===== src/rtl/imu_pkg.sv =====
// Shared definitions for the IMU burst poller: FSM encoding and SPI frame widths.
// Latency: n/a (definitions only).
// Backpressure: n/a.
package imu_pkg;

  typedef enum logic [2:0] {
    IDLE     = 3'd0,
    CS_SETUP = 3'd1,
    ADDR     = 3'd2,
    DATA     = 3'd3,
    CS_HOLD  = 3'd4,
    CS_GAP   = 3'd5
  } state_t;

  localparam logic READ_BIT = 1'b1;
  localparam int   WORD_W   = 16;
  localparam int   ADDR_W   = 7;
  localparam int   CMD_W    = 8;   // READ_BIT + ADDR_W

endpackage


===== src/rtl/imu_spi_shifter.sv =====
// SPI mode-3 bit engine: divides clk into SCK, shifts a command byte out MSB first
// then zeros, and samples MISO on every SCK rising edge.
// Latency: SCK falls on the edge after go; rx_vld is registered one cycle after each rising edge.
// Backpressure: none; the caller must accept every rx_vld and only pulse go while idle.
//
// Ports: clk, rst_n (async active-low); go (start a transfer), nbits (transfer length, held
// stable while active), tx_byte (command sent first); miso in; sck/mosi out; rx_vld/rx_bit
// (one strobe per sampled bit); done (combinational, high in the last cycle of the last bit).
module imu_spi_shifter
  import imu_pkg::*;
#(
  parameter int SCK_DIV = 4,
  parameter int CNT_W   = 10
) (
  input  logic             clk,
  input  logic             rst_n,
  input  logic             go,
  input  logic [CNT_W-1:0] nbits,
  input  logic [CMD_W-1:0] tx_byte,
  input  logic             miso,
  output logic             sck,
  output logic             mosi,
  output logic             rx_vld,
  output logic             rx_bit,
  output logic             done
);

  localparam int              DIV_W    = $clog2(SCK_DIV);
  localparam logic [DIV_W-1:0] DIV_LAST = DIV_W'(SCK_DIV - 1);

  logic             active;
  logic [DIV_W-1:0] div_cnt;
  logic [CNT_W-1:0] bit_cnt;
  logic [CMD_W-1:0] tx_sr;
  logic             half_end;

  assign half_end = active && (div_cnt == DIV_LAST);
  // Combinational so the caller can leave its data state exactly at the end of the
  // last high half, keeping the bit phase at a whole number of SCK periods.
  assign done     = half_end && sck && (bit_cnt == nbits - CNT_W'(1));

  always_ff @(posedge clk or negedge rst_n) begin
    if (!rst_n) begin
      active  <= 1'b0;
      sck     <= 1'b1;
      mosi    <= 1'b0;
      div_cnt <= '0;
      bit_cnt <= '0;
      tx_sr   <= '0;
      rx_vld  <= 1'b0;
      rx_bit  <= 1'b0;
    end else begin
      rx_vld <= 1'b0;
      if (!active) begin
        if (go) begin
          active  <= 1'b1;
          sck     <= 1'b0;
          mosi    <= tx_byte[CMD_W-1];
          tx_sr   <= {tx_byte[CMD_W-2:0], 1'b0};
          div_cnt <= '0;
          bit_cnt <= '0;
        end
      end else if (half_end) begin
        div_cnt <= '0;
        if (!sck) begin
          sck    <= 1'b1;
          rx_vld <= 1'b1;
          rx_bit <= miso;
        end else if (done) begin
          // SCK parks high (mode-3 idle) and MOSI returns low.
          active <= 1'b0;
          mosi   <= 1'b0;
        end else begin
          // Falling edge: present next bit; zeros follow once the command is out.
          sck     <= 1'b0;
          bit_cnt <= bit_cnt + CNT_W'(1);
          mosi    <= tx_sr[CMD_W-1];
          tx_sr   <= {tx_sr[CMD_W-2:0], 1'b0};
        end
      end else begin
        div_cnt <= div_cnt + DIV_W'(1);
      end
    end
  end

endmodule


===== src/rtl/imu_autopoll_burst.sv =====
// Periodic/manual SPI burst reader of NUM_REGS consecutive 16-bit IMU registers.
// Latency: cs_n falls the cycle after a trigger; word_valid 1 cycle after each word's last SCK rise.
// Backpressure: none; triggers arriving while busy are dropped and flagged on missed.
//
// Ports: clk, rst_n (async active-low); autopoll_en/poll_period (periodic trigger, period 0 = off);
// start (manual trigger); base_addr (first register); imu_sck/imu_cs_n/imu_mosi/imu_miso (SPI mode 3);
// word_valid/word_data/word_idx (received words); frame_done, missed, busy; frame_ts.
// Build option: define IMU_TIMESTAMP_EN to timestamp each frame on frame_ts (otherwise tied to 0).
module imu_autopoll_burst
  import imu_pkg::*;
#(
  parameter int NUM_REGS = 6,
  parameter int SCK_DIV  = 4,
  parameter int PERIOD_W = 24,
  parameter int IDX_W    = 5
) (
  input  logic                clk,
  input  logic                rst_n,
  input  logic                autopoll_en,
  input  logic [PERIOD_W-1:0] poll_period,
  input  logic                start,
  input  logic [ADDR_W-1:0]   base_addr,
  output logic                imu_sck,
  output logic                imu_cs_n,
  output logic                imu_mosi,
  input  logic                imu_miso,
  output logic                word_valid,
  output logic [WORD_W-1:0]   word_data,
  output logic [IDX_W-1:0]    word_idx,
  output logic                frame_done,
  output logic                missed,
  output logic                busy,
  output logic [31:0]         frame_ts
);

  localparam int               NBITS    = CMD_W + WORD_W * NUM_REGS;
  localparam int               CNT_W    = $clog2(NBITS + 1);
  localparam int               TMR_W    = $clog2(SCK_DIV);
  localparam logic [TMR_W-1:0] TMR_LAST = TMR_W'(SCK_DIV - 1);
  localparam logic [IDX_W-1:0] IDX_LAST = IDX_W'(NUM_REGS - 1);

  state_t              state, state_nxt;
  logic [TMR_W-1:0]    tmr;
  logic [PERIOD_W-1:0] period_cnt;
  logic [ADDR_W-1:0]   addr_q;
  logic [3:0]          bit_cnt;
  logic [WORD_W-2:0]   rx_sr;
  logic [IDX_W-1:0]    word_cnt;
  logic                period_on, period_trig, trig, tmr_last, frame_end;
  logic                shift_go, shift_done, rx_vld, rx_bit;

  assign period_on   = autopoll_en && (poll_period != '0);
  assign period_trig = period_on && (period_cnt == poll_period - PERIOD_W'(1));
  assign trig        = start || period_trig;   // coincident sources merge into one trigger
  assign tmr_last    = (tmr == TMR_LAST);
  assign frame_end   = (state == CS_HOLD) && tmr_last;
  assign busy        = (state != IDLE);

  imu_spi_shifter #(.SCK_DIV(SCK_DIV), .CNT_W(CNT_W)) u_shifter (
    .clk     (clk),
    .rst_n   (rst_n),
    .go      (shift_go),
    .nbits   (CNT_W'(NBITS)),
    .tx_byte ({READ_BIT, addr_q}),
    .miso    (imu_miso),
    .sck     (imu_sck),
    .mosi    (imu_mosi),
    .rx_vld  (rx_vld),
    .rx_bit  (rx_bit),
    .done    (shift_done)
  );

  always_ff @(posedge clk or negedge rst_n) begin
    if (!rst_n) state <= IDLE;
    else        state <= state_nxt;
  end

  always_comb begin
    state_nxt = state;
    shift_go  = 1'b0;
    case (state)
      IDLE:     if (trig) state_nxt = CS_SETUP;
      CS_SETUP: if (tmr_last) begin
                  state_nxt = ADDR;
                  shift_go  = 1'b1;
                end
      ADDR:     if (rx_vld && bit_cnt == 4'd7) state_nxt = DATA;
      DATA:     if (shift_done) state_nxt = CS_HOLD;
      CS_HOLD:  if (tmr_last) state_nxt = CS_GAP;
      CS_GAP:   if (tmr_last) state_nxt = IDLE;
      default:  state_nxt = IDLE;
    endcase
  end

  // Timer for the setup/hold/gap phases; restarts on every state change.
  always_ff @(posedge clk or negedge rst_n) begin
    if (!rst_n) begin
      tmr        <= '0;
      period_cnt <= '0;
      imu_cs_n   <= 1'b1;
    end else begin
      if (state_nxt != state) tmr <= '0;
      else if (state == CS_SETUP || state == CS_HOLD || state == CS_GAP) tmr <= tmr + TMR_W'(1);

      // Free-runs across bursts so poll spacing does not depend on burst length.
      if (!period_on || period_trig) period_cnt <= '0;
      else                           period_cnt <= period_cnt + PERIOD_W'(1);

      imu_cs_n <= (state_nxt == IDLE) || (state_nxt == CS_GAP);
    end
  end

  // Word framing: first 8 strobes are the command echo and are discarded.
  always_ff @(posedge clk or negedge rst_n) begin
    if (!rst_n) begin
      addr_q     <= '0;
      bit_cnt    <= '0;
      rx_sr      <= '0;
      word_cnt   <= '0;
      word_valid <= 1'b0;
      word_data  <= '0;
      word_idx   <= '0;
      frame_done <= 1'b0;
      missed     <= 1'b0;
    end else begin
      word_valid <= 1'b0;
      frame_done <= frame_end;
      missed     <= trig && (state != IDLE);
      if (state == IDLE && trig) begin
        addr_q   <= base_addr;
        bit_cnt  <= '0;
        word_cnt <= '0;
      end
      if (rx_vld && state == ADDR) begin
        bit_cnt <= (bit_cnt == 4'd7) ? 4'd0 : bit_cnt + 4'd1;
      end else if (rx_vld && state == DATA) begin
        bit_cnt <= bit_cnt + 4'd1;   // wraps every 16 bits
        rx_sr   <= {rx_sr[WORD_W-3:0], rx_bit};
        if (bit_cnt == 4'd15) begin
          word_valid <= 1'b1;
          word_data  <= {rx_sr, rx_bit};
          word_idx   <= word_cnt;
          word_cnt   <= (word_cnt == IDX_LAST) ? '0 : word_cnt + IDX_W'(1);
        end
      end
      if (frame_end) word_idx <= '0;
    end
  end

`ifdef IMU_TIMESTAMP_EN
  logic [31:0] ts_cnt, ts_lat, ts_out;

  // Captured in the first cs_n-low cycle, published with frame_done.
  always_ff @(posedge clk or negedge rst_n) begin
    if (!rst_n) begin
      ts_cnt <= '0;
      ts_lat <= '0;
      ts_out <= '0;
    end else begin
      ts_cnt <= ts_cnt + 32'd1;
      if (state == CS_SETUP && tmr == '0) ts_lat <= ts_cnt;
      if (frame_end) ts_out <= ts_lat;
    end
  end
  assign frame_ts = ts_out;
`else
  assign frame_ts = '0;
`endif

endmodule


===== config.mk =====
export PLATFORM = sky130hd
export DESIGN_NAME = imu_autopoll_burst
export DESIGN_NICKNAME = d
export VERILOG_FILES = /design/src/rtl/imu_pkg.sv /design/src/rtl/imu_spi_shifter.sv /design/src/rtl/imu_autopoll_burst.sv
export SDC_FILE = /design/constraint.sdc
export NUM_CORES = 1
export LEC_CHECK = 0
export CORE_MARGIN = 3
export CORE_UTILIZATION = 45
export DETAILED_ROUTE_END_ITERATION = 10
export PLACE_DENSITY_LB_ADDON = 0.08
export SYNTH_ARGS = -nofsm -noshare
export SYNTH_HDL_FRONTEND = slang
export SYNTH_SLANG_ARGS = --single-unit

===== constraint.sdc =====
create_clock -name clk -period 3.45 [get_ports clk]
set_input_delay 0.69 -clock clk [delete_from_list [all_inputs] [get_ports clk]]
set_output_delay 0.69 -clock clk [all_outputs]
set_load 0.01 [all_outputs]

# [Word-level counts from Yosys, hierarchy flattened]
# Index checks and enable logic that the tools add are counted.
[word_totals] regBits=107 inputBits=36 wordCells=140
[classes] add_sub_neg=7 eq_ne=18 mux=59 bitwise=2 reduce_logical=33
[op_table] op="$mux 5" n=9
[op_table] op="$mux 8" n=5
[op_table] op="$mux 7" n=5
[op_table] op="$add 24x1->24 const B" n=1
[op_table] op="$eq 24x24->1" n=1
[op_table] op="$mux 24" n=1
[op_table] op="$reduce_bool 24->1" n=1
[op_table] op="$sub 24x1->24 const B" n=1
[op_table] op="$mux 1" n=23
[op_table] op="$mux 3" n=6
[op_table] op="$pmux 3 s6" n=1
[op_table] op="$mux 4" n=4
[op_table] op="$reduce_and 3->1" n=4
[op_table] op="$logic_and 1x1->1" n=11
[op_table] op="$mux 2" n=5
[op_table] op="$eq 3x3->1 const B" n=3
[op_table] op="$reduce_bool 2->1" n=4
[op_table] op="$add 7x1->7 const B" n=1
[op_table] op="$eq 7x7->1 const B" n=1
[op_table] op="$eq 3x2->1 const B" n=2
[op_table] op="$logic_not 3->1" n=2
[op_table] op="$ne 2x2->1 const B" n=3
[op_table] op="$reduce_bool 3->1" n=2
[op_table] op="$add 5x1->5 const B" n=1
[op_table] op="other kinds (14)" n=22

# [Depth between registers and ports, before layout]
# Gate-level depths: netlist of run 1.
[depth] depth_word=9 mapped_depth=14 mapped_depth_nobuf=10

# [Cells and area by module]
# A second synthesis of run 1 with hierarchy kept.
[hier_totals] hier_cells=573 area_unflattened_um2=5910.7
[modules_own_cells] mod="imu_autopoll_burst" instances=1 cells_each=457 area_each_um2=4702.0
[modules_own_cells] mod="imu_spi_shifter" instances=1 cells_each=116 area_each_um2=1208.7

# [Least setup slack after synthesis of run 1]
# Ideal clock, no wire load.
[synth_timing] path_kind="input to register" start="input poll_period[0]" end="register word_cnt[4]" t_arrival_ns=3.737 t_required_ns=3.324 slack_ns=-0.413 path_stages=13 cell_sequence="clkbuf_1 -> inv_1 -> ha_1 -> or3b_2 -> clkbuf_1 -> nor4_2 -> nor4b_1 -> o22ai_1 -> nor4_1 -> a41oi_2 -> nand2b_4 -> buf_6 -> a311o_1"
[synth_via] elab_chain_cells=9
[synth_lines] element="from (decl)" line_no="imu_autopoll_burst.sv:20" source="input logic [PERIOD_W-1:0] poll_period,"
[synth_lines] element="$sub 24x1->24 or $reduce_bool 24->1 (tied branches)" line_no="imu_autopoll_burst.sv:53, imu_autopoll_burst.sv:52"
[synth_lines] element="$eq 24x24->1 or $logic_and 1x1->1 (tied branches)" line_no="imu_autopoll_burst.sv:53, imu_autopoll_burst.sv:52"
[synth_lines] element="$logic_and 1x1->1 *" line_no="imu_autopoll_burst.sv:53" source="assign period_trig = period_on && (period_cnt == poll_period - PERIOD_W'(1));"
[synth_lines] element="$logic_or 1x1->1 *" line_no="imu_autopoll_burst.sv:54" source="assign trig = start || period_trig;"
[synth_lines] element="$logic_and 1x1->1 *" line_no="imu_autopoll_burst.sv:129" source="if (state == IDLE && trig) begin"
[synth_lines] element="$mux 5 *" line_no="imu_autopoll_burst.sv:129"
[synth_lines] element="$mux 5" line_no="imu_autopoll_burst.sv:139" source="if (bit_cnt == 4'd15) begin"
[synth_lines] element="$mux 5" line_no="imu_autopoll_burst.sv:136" source="end else if (rx_vld && state == DATA) begin"
[synth_lines] element="$mux 5 *" line_no="imu_autopoll_burst.sv:134" source="if (rx_vld && state == ADDR) begin"
[synth_lines] element="to (signal assigned)" line_no="imu_autopoll_burst.sv:143" source="word_cnt <= (word_cnt == IDX_LAST) ? '0 : word_cnt + IDX_W'(1);"
[synth_lines] element="to (decl)" line_no="imu_autopoll_burst.sv:48" source="logic [IDX_W-1:0] word_cnt;"
# Every way passes the cells marked *; elsewhere a longest branch is shown, timed or not.
# A chain may end at the register's enable or synchronous reset.

# [Worst setup path after layout of run 1]
[layout_timing] start="input poll_period[0]" end="register addr_q[5]"
[layout_via] elab_chain_cells=5
[layout_lines] element="$sub 24x1->24 or $reduce_bool 24->1 (tied branches)" line_no="imu_autopoll_burst.sv:53, imu_autopoll_burst.sv:52"
[layout_lines] element="$eq 24x24->1 or $logic_and 1x1->1 (tied branches)" line_no="imu_autopoll_burst.sv:53, imu_autopoll_burst.sv:52"
[layout_lines] element="$logic_and 1x1->1 *" line_no="imu_autopoll_burst.sv:53"
[layout_lines] element="$logic_or 1x1->1 *" line_no="imu_autopoll_burst.sv:54"
[layout_lines] element="$logic_and 1x1->1 *" line_no="imu_autopoll_burst.sv:129"
[layout_lines] element="to (signal assigned)" line_no="imu_autopoll_burst.sv:130" source="addr_q <= base_addr;"
[layout_lines] element="to (decl)" line_no="imu_autopoll_burst.sv:45" source="logic [ADDR_W-1:0] addr_q;"
# Marked as above.

==> impl_metrics.json, run 1 <==
{
  "outcome": "complete, no violations",
  "powerDensity_nw_per_um2": 348.8,
  "synth_ff_type": "dfrtp_1",
  "clockBufferDepth": 2,
  "synth_top_cell_area_share_pct": 44.46,
  "vias": 4705,
  "clock_sinks": 106,
  "grt_pass1_vias": 4504,
  "yosys.area.top_type": "dfrtp_1",
  "drtAntennaViolNets": 0,
  "critPathArrivalTime_ps": 3630,
  "r2r-start": "state[1]",
  "rows": 41,
  "core_area_um2": 12670,
  "grt_pass1_wl_um": 21880,
  "synth-edff-count": 0,
  "setup_violations": 0,
  "skew_ps": 9.467,
  "period_needed_ps": 3401,
  "grtUsageMet3_pct": 4.053,
  "die_h_um": 120.0,
  "critPathKind": "in2reg",
  "cts.hold.buffers_added": 0,
  "startpoint_type": "input port",
  "synth_cell_type_count": 66,
  "dpl.hpwl_um": 9377,
  "root_buffer": "clkbuf_16",
  "nets": 764,
  "cp.required_ps": 3680,
  "totalWireLength_um": 12900,
  "diodes": 0,
  "synth_area_um2": 5853,
  "end_kind": "flop",
  "min-delay-path-class": "in2async",
  "maxCapViolations": 0,
  "hold_viol": 0,
  "dr.pass1.iters": 6,
  "ys_ff_latch": 106,
  "finalPower_uw": 2566,
  "io_pins": 96,
  "h-tree-depth": 3,
  "place_area_um2": 6880,
  "synthCells": 616,
  "track_usage_pct": 18.28,
  "worst_pin_slew_ps": 858.4,
  "vdd_ir_drop_max_v": 0.0002246,
  "met1_usage_pct": 25.14,
  "cts_tree": "yes",
  "yosys_warnings": 0,
  "yosysSeqAreaShare_pct": 45.36,
  "synth.most_common_cell": "dfrtp_1",
  "busiest_layer": "met2",
  "wire_per_inst_um": 14.40,
  "fin_crit_sh_pct": 98.59,
  "ys_top_cells_by_area": "dfrtp_1 (44%), nand2_1 (5.6%), xor2_1 (4.2%)",
  "cts_buffers": 9,
  "grt-ovfl-total": 0,
  "leakagePower_uw": 0.003427,
  "relSlewSlack_pct": 42.33,
  "final_util_pct": 58.05,
  "rsz0062_at_grt": "true",
  "crit_start": "poll_period[0]",
  "avgSynthCellArea_um2": 9.502,
  "antenna_found_initial": 0,
  "tns_ps": 0,
  "drive_above_1_share_pct": 16.85,
  "drc": 0,
  "die_w_um": 120.0,
  "gp_congestion": 0.8157,
  "met2_usage_pct": 29.47,
  "grt_max_degree": 59,
  "portBuffers": 63,
  "max_freq_mhz": 294.0,
  "synthArstFlopShare_pct": 100.0,
  "clock_latency_ps": 350,
  "cp_max_fo": 7,
  "synthToLayoutAreaGrowth_pct": 25.67,
  "first_iter_violations": 232,
  "vias_per_cell": 5.251,
  "dieArea_um2": 14410,
  "synth_common_cells": "dfrtp_1 (104), nand2_1 (87), nor2_1 (60)",
  "start_util_pct": 46.19,
  "slew_viol_final": 0,
  "clk_pin_slew_ps": 70,
  "design_area_um2": 7356
}
## cells by family (layout without fill, tap and decap cells)
logic type / Yosys count / in the layout / share of synthesized area, %
multiplexers: 25 / 25 / 4.959
buffers and inverters: 71 / 147 / 6.969
other: 1 / 32 / 0.06407
AND/OR/NAND/NOR: 278 / 279 / 23.81
flip-flops: 106 / 106 / 45.36
XOR/XNOR: 50 / 50 / 7.482
AO/OA/AOI/OAI: 76 / 76 / 9.427
adder cells (fa/ha/maj): 9 / 9 / 1.924
## routing by layer
layer	up-vias	part of all wire [%]
li1	2299	-
met1	2311	47
met2	84	47
met3	11	4.2
met4	0	0.99
met5	-	0
## final cells by class
type / instances / area (µm²)
fillers: 1137 / 5315
clock inverters: 7 / 101.3
flip-flops and latches: 106 / 2655
well taps: 172 / 215.2
repair buffers: 118 / 1079
clock buffers: 9 / 225.2
inverters: 13 / 48.80
multi-input cells: 471 / 3032
## flip-flops by register name, indices dropped and copies added (netlist names)
name and flops:
u_shifter.mosi 1, rx_sr 15, u_shifter.active 1, tmr 2, bit_cnt 4, word_idx 5, word_data 16, u_shifter.rx_vld 1
u_shifter.bit_cnt 7, word_valid 1, imu_cs_n 1, addr_q 7, missed 1, word_cnt 5, u_shifter.tx_sr 7, state 3
frame_done 1, period_cnt 24, u_shifter.rx_bit 1, u_shifter.div_cnt 2, u_shifter.sck 1
## report_power, final
| part | internal [µW] | total [µW] | switching (µW) | leakage [µW] |
|---|---|---|---|---|
| clock network | 643 | 1100 | 459 | 0.000158 |
| registers | 1250 | 1250 | 6.21 | 0.00142 |
| logic | 98.5 | 212 | 113 | 0.00185 |
| total | 1990 | 2570 | 578 | 0.00343 |
## placed cells by master, fill, tap and decap left out, types with 15 or more instances in the layout
| cell type | synthesis | layout |
|---|---|---|
| xor2_1 | 28 | 28 |
| a21oi_1 | 16 | 15 |
| nand3_1 | 24 | 24 |
| nand2_1 | 87 | 87 |
| nor2_1 | 60 | 60 |
| clkdlybuf4s50_1 | 0 | 51 |
| xnor2_1 | 22 | 22 |
| mux2_2 | 20 | 20 |
| conb_1 | 1 | 32 |
| buf_4 | 32 | 52 |
| dfrtp_1 | 104 | 104 |
| nor3_1 | 18 | 18 |
## worst max-delay path, stage by stage
cell and delay, ps:
dlygate4sd2_1 260, or4_4 540, or4_4 600, or3_1 340, and3_4 170, o31ai_4 210, a41oi_2 230, nand2b_4 250
mux2_4 340
## through the flow
| stage | worst slack (ps) | hold WS [ps] | instances |
|---|---|---|---|
| after global placement | -524.8 | 443.5 | 874 |
| after global routing | -21.84 | 465.7 | 896 |
| after CTS | 14.37 | 441.0 | 893 |
| after floorplan | -243.3 | 394.4 | 647 |
| after detailed placement | -539.0 | 456.7 | 874 |
| final | 48.60 | 404.5 | 896 |
## path summary, 6_finish.rpt
kind / slack [ps] / depth (start not counted) / end
setup / recovery: 50 / 9 / addr_q[5]
hold / removal: 400 / 1 / period_cnt[3]
setup reg to reg: 630 / 9 / word_cnt[2]
hold reg to reg: 470 / 2 / word_data[15]
max in group asynchronous: 2260 / 2 / imu_cs_n
min in group clk: 470 / 2 / word_data[15]
## what timing repair did
item,CTS,global route
gates cloned,1,0
pin swaps,8,7
endpoints found under the setup margin,17,13
setup buffers,2,3
resized for setup,21,10
No activity file was read; power rests on OpenSTA's default activity.
==> inputs of run 2 (changes only) <==
- TNS_END_PERCENT: default -> 30
==> run 2 against run 1 <==
  * Critical path depth unchanged
  * Sequential power about the same
  * Clock skew up 3.8 ps
  * Sequential share of layout area rose by 0.40 points
  * Register-to-register slack better by 160 ps
  * First-iteration DRC count rose by 28%
  * Setup slack lost 6.9 ps
  * Clock power down 11%
  * Flip-flop and latch count unchanged
  * Via count fell by 1.0%
  * Power fell by 4.7%
  * Count of clock-buffer cells in the layout did not move
==> impl_metrics.json, run 2 (synthesized netlist as in run 1, its figures left out) <==
{
  "outcome": "complete, no violations",
  "clk_pin_slew_ps": 70,
  "tns_ps": 0,
  "final_util_pct": 57.42,
  "path_delay_family": "simple AND/OR/NAND/NOR gates",
  "ff2ff_path_depth": 9,
  "root_buffer": "clkbuf_16",
  "diodes": 0,
  "top_regs": "period_cnt x24, word_data x16, rx_sr x15",
  "startpoint_type": "input port",
  "clock_latency_ps": 350,
  "r2r-start": "period_cnt[10]",
  "grt_pass1_wl_um": 21820,
  "slowest_stage": "or4_4",
  "start_util_pct": 46.19,
  "totalWireLength_um": 12740,
  "end_kind": "flop",
  "gp_congestion": 0.9109,
  "worst_r2r_endpoint": "addr_q[6]",
  "r2r_setup_slack_ps": 790,
  "hold_viol": 0,
  "met1_usage_pct": 25.90,
  "rsz0062_at_grt": "false",
  "rows": 41,
  "setup_violations": 0,
  "die_w_um": 120.0,
  "synthToLayoutAreaGrowth_pct": 24.31,
  "io_pins": 96,
  "drive_above_1_share_pct": 16.74,
  "cp_cell_sequence": "dlygate4sd2_1 -> or4_4 -> or4_4 -> or3_1 -> and3_4 -> o31ai_4 -> a41oi_4 -> nand2b_4 -> mux2_4",
  "critPathArrivalTime_ps": 3640,
  "portBuffers": 63,
  "cts_buffers": 9,
  "vias_per_cell": 5.203,
  "largest-register": "period_cnt",
  "finalPower_uw": 2445,
  "antenna_found_initial": 0,
  "cp.required_ps": 3680,
  "h-tree-depth": 3,
  "track_usage_pct": 18.27,
  "relSlewSlack_pct": 45.57,
  "die_h_um": 120.0,
  "layout_commonest_cell": "dfrtp_1",
  "grt-ovfl-total": 0,
  "grt_pass1_vias": 4518,
  "slew_viol_final": 0,
  "leakagePower_uw": 0.003377,
  "design_area_um2": 7276,
  "max_stage_delay_ps": 580,
  "place_area_um2": 6880,
  "worst_pin_slew_ps": 810.2,
  "dr.pass1.iters": 4,
  "final_cell_mix": "dfrtp_1 (104), nand2_1 (87), nor2_1 (60), buf_4 (52), clkdlybuf4s50_1 (50)",
  "vias": 4657,
  "setup_ws_ps": 41.70,
  "critPathBufInv": 1,
  "clockBufferDepth": 2,
  "critPathKind": "in2reg",
  "min-delay-path-class": "in2async",
  "cts_tree": "yes",
  "dp_slack_ps": -566.7,
  "cp_common_cell": "or4_4",
  "fill_cells": 1121,
  "drtAntennaViolNets": 0,
  "dieArea_um2": 14410,
  "busiest_layer": "met2",
  "cp_max_fo": 7,
  "nets": 763,
  "core_area_um2": 12670,
  "fin_crit_sh_pct": 98.79,
  "skew_ps": 13.29,
  "met2_usage_pct": 27.71,
  "grt_max_degree": 53,
  "powerDensity_nw_per_um2": 336.0,
  "crit_start": "poll_period[8]",
  "largest_register_ffs": 24,
  "vdd_ir_drop_max_v": 0.0002535,
  "grtUsageMet3_pct": 4.006,
  "first_iter_violations": 296,
  "period_needed_ps": 3408,
  "dpl.hpwl_um": 9278,
  "clock_sinks": 106,
  "drc": 0,
  "wire_per_inst_um": 14.24,
  "max_freq_mhz": 293.4,
  "maxCapViolations": 0,
  "cts.hold.buffers_added": 0
}
==> run 2: changes by cell type in the layout (fill, tap and decap cells not counted), sizes merged, moves of 2 or more <==
| cell | previous run | this run |
|---|---|---|
| clkdlybuf4s15 | 0 | 4 |
| clkbuf | 9 | 12 |
| dlygate4sd2 | 7 | 4 |
| dlymetal6s2s | 4 | 1 |
| bufinv | 2 | 0 |
| inv | 15 | 17 |
==> run 2: what timing repair did <==
action,4_1_cts,5_1_grt
pin swaps,10,10
endpoints found under the setup margin,17,12
resized for setup,23,16
buffers inserted,2,2
gates cloned,1,0
==> run 2: area by class of cell <==
type | instances | area [µm²] | share of cell area (%)
tap | 172 | 215.2 | 2.958
clock buffer | 9 | 225.2 | 3.095
sequential | 106 | 2655 | 36.49
clock inverter | 7 | 58.81 | 0.8083
inverter | 13 | 48.80 | 0.6707
timing repair buffer | 117 | 1049 | 14.41
multi-input combinational | 471 | 3024 | 41.56
==> run 2: per-layer routing <==
metal	up-vias	wire length, µm
met3	22	692
li1	2302	-
met2	113	5687
met1	2220	6108
met5	-	0
met4	0	253
==> run 2: stage by stage <==
step                      hold WS [ps]  instances
after CTS                        397.3        893
final                            387.3        895
after detailed placement         461.4        874
after floorplan                  394.4        647
after global placement           462.2        874
after global routing             432.8        895
==> run 2: where the power goes <==
group	internal (µW)	switching, µW
combinational	95.7	114
sequential	1250	5.96
clock	504	480
==> run 2: how the worst max path moves through the flow <==
stage / to / slack [ps] / cells after the start
floorplan: addr_q[4] / -240 / 11
global placement: addr_q[6] / -520 / 9
detailed placement: addr_q[6] / -570 / 11
CTS: addr_q[6] / 6 / 9
global route: addr_q[5] / 4 / 9
finish: addr_q[6] / 40 / 9
